`src/rtl/coeff_loader.sv`:
```
// coeff_loader: streams one band's 64 FIR coefficients from a synchronous
// coefficient ROM into a serial filter's load port, then pulses write_done.
// Optional build macro COEFF_LOADER_SYMMETRIC_EN: read only taps 0..31 and
// write each value to tap k and its mirror 63-k (linear-phase filters).
module coeff_loader #(
  parameter int COEFF_WIDTH    = 16,
  parameter int TAP_ADDR_WIDTH = 6,
  parameter int BAND_WIDTH     = 3
) (
  input  logic                                 clk,
  input  logic                                 rst,
  input  logic                                 clk_enable,
  input  logic                                 i_start,
  input  logic [BAND_WIDTH-1:0]                i_band,
  output logic                                 o_rom_en,
  output logic [BAND_WIDTH+TAP_ADDR_WIDTH-1:0] o_rom_address,
  input  logic signed [COEFF_WIDTH-1:0]        i_rom_data,
  output logic                                 o_write_enable,
  output logic [TAP_ADDR_WIDTH-1:0]            o_write_address,
  output logic signed [COEFF_WIDTH-1:0]        o_coeffs_in,
  output logic                                 o_write_done,
  output logic                                 o_busy
);

  typedef enum logic [1:0] {IDLE, PREFETCH, STREAM, DONE} state_t;

  localparam logic [TAP_ADDR_WIDTH-1:0] TAP_ONE  = 1;
  localparam logic [TAP_ADDR_WIDTH-1:0] TAP_LAST = '1;
  localparam logic [TAP_ADDR_WIDTH:0]   CNT_ONE  = 1;
`ifdef COEFF_LOADER_SYMMETRIC_EN
  localparam logic [TAP_ADDR_WIDTH-1:0] ROM_TAP_LAST = TAP_LAST >> 1;
`endif

  state_t                            state, state_next;
  logic [BAND_WIDTH-1:0]             band, band_next;
  logic [TAP_ADDR_WIDTH-1:0]         tap_cnt, tap_cnt_next, tap_inc;
  logic                              tap_wrap;
  logic [TAP_ADDR_WIDTH-1:0]         rom_tap, rom_tap_next;
  logic                              rom_en_next, we_next, done_next, busy_next;
  logic [TAP_ADDR_WIDTH-1:0]         wa_next;
  logic signed [COEFF_WIDTH-1:0]     coeff_next;
`ifdef COEFF_LOADER_SYMMETRIC_EN
  logic [TAP_ADDR_WIDTH-1:0]         pair;
  assign pair = tap_cnt >> 1;
`endif

  // Write counter increment; the carry out (63 -> 0 wrap) ends the stream.
  assign {tap_wrap, tap_inc} = {1'b0, tap_cnt} + CNT_ONE;

  assign o_rom_address = {band, rom_tap};

  // State register: reset wins over everything, otherwise advance on enable.
  always_ff @(posedge clk) begin
    if (rst) begin
      state <= IDLE;
    end else if (clk_enable) begin
      state <= state_next;
    end
  end

  // Next-state decode.
  always_comb begin
    state_next = state;
    case (state)
      IDLE:     if (i_start) state_next = PREFETCH;
      PREFETCH: state_next = STREAM;
      STREAM:   if (tap_wrap) state_next = DONE;
      DONE:     state_next = IDLE;
      default:  state_next = IDLE;
    endcase
  end

  // Next values of the registered outputs and datapath counters.
  always_comb begin
    band_next    = band;
    tap_cnt_next = tap_cnt;
    rom_tap_next = rom_tap;
    rom_en_next  = o_rom_en;
    we_next      = 1'b0;
    wa_next      = o_write_address;
    coeff_next   = o_coeffs_in;
    done_next    = 1'b0;
    busy_next    = o_busy;
    case (state)
      IDLE: begin
        if (i_start) begin
          band_next    = i_band;
          busy_next    = 1'b1;
          rom_tap_next = '0;
          rom_en_next  = 1'b1;
          tap_cnt_next = '0;
        end else begin
          busy_next = 1'b0;
        end
      end
      PREFETCH: begin
`ifdef COEFF_LOADER_SYMMETRIC_EN
        // Tap 0 is read once; the next read waits for the first pair write.
        rom_en_next = 1'b0;
`else
        rom_tap_next = rom_tap + TAP_ONE;
        rom_en_next  = 1'b1;
`endif
      end
      STREAM: begin
        we_next      = 1'b1;
        tap_cnt_next = tap_inc;
`ifdef COEFF_LOADER_SYMMETRIC_EN
        // Even count: fresh ROM word to tap k. Odd count: same word re-sent
        // to mirror tap 63-k, so the ROM is only strobed on even counts.
        wa_next    = tap_cnt[0] ? (TAP_LAST - pair) : pair;
        coeff_next = tap_cnt[0] ? o_coeffs_in : i_rom_data;
        if (!tap_cnt[0] && rom_tap != ROM_TAP_LAST) begin
          rom_tap_next = rom_tap + TAP_ONE;
          rom_en_next  = 1'b1;
        end else begin
          rom_en_next = 1'b0;
        end
`else
        wa_next    = tap_cnt;
        coeff_next = i_rom_data;
        if (o_rom_en && rom_tap != TAP_LAST) begin
          rom_tap_next = rom_tap + TAP_ONE;
        end else begin
          rom_en_next = 1'b0;
        end
`endif
      end
      DONE: begin
        done_next = 1'b1;
      end
      default: ;
    endcase
  end

  // Output and datapath registers.
  always_ff @(posedge clk) begin
    if (rst) begin
      band            <= '0;
      tap_cnt         <= '0;
      rom_tap         <= '0;
      o_rom_en        <= 1'b0;
      o_write_enable  <= 1'b0;
      o_write_address <= '0;
      o_coeffs_in     <= '0;
      o_write_done    <= 1'b0;
      o_busy          <= 1'b0;
    end else if (clk_enable) begin
      band            <= band_next;
      tap_cnt         <= tap_cnt_next;
      rom_tap         <= rom_tap_next;
      o_rom_en        <= rom_en_next;
      o_write_enable  <= we_next;
      o_write_address <= wa_next;
      o_coeffs_in     <= coeff_next;
      o_write_done    <= done_next;
      o_busy          <= busy_next;
    end
  end

endmodule

```
`config.mk`:
```
export PLATFORM = sky130hd
export DESIGN_NAME = coeff_loader
export DESIGN_NICKNAME = d
export VERILOG_FILES = /design/src/rtl/coeff_loader.sv
export SDC_FILE = /design/constraint.sdc
export NUM_CORES = 1
export LEC_CHECK = 0
export CAP_MARGIN = 20
export CORE_MARGIN = 5
export CORE_UTILIZATION = 46
export CTS_CLUSTER_SIZE = 24
export DETAILED_ROUTE_END_ITERATION = 6
export MAX_ROUTING_LAYER = met4
export PLACE_DENSITY = 0.79
export SYNTH_ARGS = -nofsm -noshare
export SYNTH_HDL_FRONTEND = slang
export SYNTH_SLANG_ARGS = --single-unit
```
`constraint.sdc`:
```
create_clock -name clk -period 2.7 [get_ports clk]
set_clock_uncertainty 0.1 [all_clocks]
set_input_delay 0.675 -clock clk [delete_from_list [all_inputs] [get_ports clk]]
set_output_delay 0.675 -clock clk [all_outputs]
set_load 0.05 [all_outputs]
```
==> results.md <==
- Status: completed
- Post-Layout Cell Count: 332
- Number of vias per cell: 5.17
- CP endpoint kind: output pin
- Die area: 0.00537 mm^2
- Cell depth of the worst setup path: 1
- Setup TNS: 0 ns
- DR vias: 1716
- Post-DP HPWL: 3370 um
- Layout cells sized above 1: 7.09%
- Placed Instance Area: 0.00248 mm^2
- Clock sinks: 43
- FFs w/ async S/R, synth: 0%
- Post-synth EDFFs: 0
- Die X-Extent: 73.3 um
- Number of global-route vias before repair: 1736
- Syn Std Cell Area: 0.00184 mm^2
- Crit path launch type: register
- # IOs: 58
- Initial Utilization: 46.7%
- DR pass1 iterations: 4
- Die H: 73.3 um
- Max stage delay on crit path: 0.85 ns
- Static leakage power: 0.000908 uW
- Power per cell area: 477 mW/mm^2
- Commonest non-fill, non-tap cell in the layout: clkdlybuf4s50_1
- Slew headroom: 64.8%
- CTS hold repair buffers: 0
- Port bufs: 57
- Average wire per standard cell: 13.6 um
- Top_reg_cell synth: dfxtp_1
- RePlAce Congestion: 0.826
- Arrival time of the worst setup path: 1.61 ns
- Commonest cells after routing, fill and taps aside: clkdlybuf4s50_1 (57), nand2_1 (54), dfxtp_1 (43)
- Crit-path slowest cell: clkdlybuf4s50_1
- Root buffer cell: clkbuf_8
- Hold path depth: 2
- WL final: 4530 um
- Worst-path clk slew: 0.08 ns
- Inserted Diodes: 0
- Max-cap violations: 0
- Worst Hold Class: register to register
- Final Instance Area: 0.00256 mm^2
- Ys Warns: 0
- Initial antenna violation count: 0
- Kind of critical path: register to output pin
- First-pass GRT wire length: 7730 um
- Placed Instances: 324
- Unrepaired setup endpoints after global routing: no
- Insertion delay to the later sink of the worst-skew pair: 0.29 ns
- Tot Pwr: 1220 uW
- Post-CTS sizing: 0
- Largest delay contributor family on the critical path: buffers and inverters
- Fillers: 356
- CTS buffer count: 5
- DRT iter0 DRCs: 122
- Post-synth cell types: 35
- Slew Viols, Final: 0
- Tmin final: 2.38 ns
- Post-synthesis net count: 250
- Area grow syn2layout: 39.2%
- Setup ws final: 0.316 ns
- Total track usage: 18.7%
- Setup Buffers After CTS: 0
- WP data required: 1.92 ns
- Worst slew pin tran: 0.527 ns
- #FFs+latches synth: 43
- Achievable frequency: 419 MHz
- Peak supply drop: 0.000378 V
- Final setup fails: 0
- DRT antenna net count: 0
- Largest net degree at the start of global routing: 24
- Syn Area/Cell: 8.34 um^2
- Grt ovf: 0
- Final period util: 88.3%
- Drt drc: 0
- Core footprint: 0.00394 mm^2
- Buf+Inv Stages, Crit Path: 1
- Sequential element share of the synthesized area: 46.7%
- Fin. Hold Viols: 0
- Crit path cell chain: clkdlybuf4s50_1
- Critical-path maximum fanout: 8
- Worst r2r path cells: 6
- Pre-CTS worst setup slack: 0.238 ns
- TritonCTS clock tree: yes
- Row count: 23
- Final net count: 310
- Synthesized netlist cell count: 221
- Htree depth: 2
- Longest Clk Path Bufs: 2
-- path summary, 6_finish.rpt --
kind                             end  slack, ns                from
hold / removal    o_write_address[1]       0.36  o_write_address[1]
setup reg to reg          rom_tap[2]       0.57            state[0]
setup / recovery    o_rom_address[4]       0.32          rom_tap[4]
hold reg to reg   o_write_address[1]       0.36  o_write_address[1]
-- cells by family (layout without fill, tap and decap cells) --
kind of cell / Yosys count / after routing / synth area share, %
adders and majority gates: 6 / 6 / 4.07
AOI/OAI and AO/OA: 50 / 50 / 15.9
muxes: 5 / 5 / 2.78
and+or+nand+nor: 99 / 99 / 25.4
buffers and inverters: 14 / 75 / 3.26
xor gates and xnor gates: 4 / 4 / 1.90
DFF: 43 / 43 / 46.7
-- state kept, by name, summed over array words and instances, names as in the netlist --
signal and flops:
tap_cnt 6, o_write_done 1, state 2, o_write_address 6, o_write_enable 1, o_busy 1
o_rom_en 1, band 3, rom_tap 6, o_coeffs_in 16
-- power breakdown --
group          internal (uW)  switching, uW  leakage [uW]
Combinational           74.2           99.5      0.000520
Clock                    181            215     0.0000412
Sequential               645           8.55      0.000347
Total                    900            323      0.000908
-- per-stage QoR --
stage	utilization [%]	hold WS (ns)
after detailed placement	62.9	0.348
after global placement	62.9	0.341
after global routing	65.1	0.386
after CTS	65.1	0.359
final	65.1	0.358
after floorplan	-	0.352
-- metal layers --
metal / vias to the layer above / wire length (um) / share of wire (%) / global-route usage [%]
met2: 37 / 2350 / 52 / 31.8
li1: 878 / - / - / -
met1: 794 / 1860 / 41 / 21.2
met4: 0 / 61 / 1.3 / 6.04
met5: - / 0 / 0 / -
met3: 7 / 261 / 5.8 / 5.34
-- cell usage after synthesis (4+ instances only) --
master	number	area (um^2)
o21ai_0	9	45.0
a21oi_1	30	150
nand2_1	54	203
nand4_1	4	25.0
nand3_1	8	40.0
clkbuf_1	7	26.3
xor2_1	4	35.0
ha_1	6	75.1
nor2_1	12	45.0
dfxtp_1	43	861
mux2i_1	4	40.0
-- area by class of cell --
type / count / area (um^2) / share of cell area [%]
Clock inverter: 2 / 12.5 / 0.488
Sequential cell: 43 / 861 / 33.6
Inverter: 3 / 11.3 / 0.439
Multi-Input combinational cell: 164 / 922 / 36.0
Clock buffer: 6 / 72.6 / 2.83
Tap cell: 50 / 62.6 / 2.44
Timing Repair Buffer: 64 / 623 / 24.3
No activity file was read; power rests on OpenSTA's default activity.
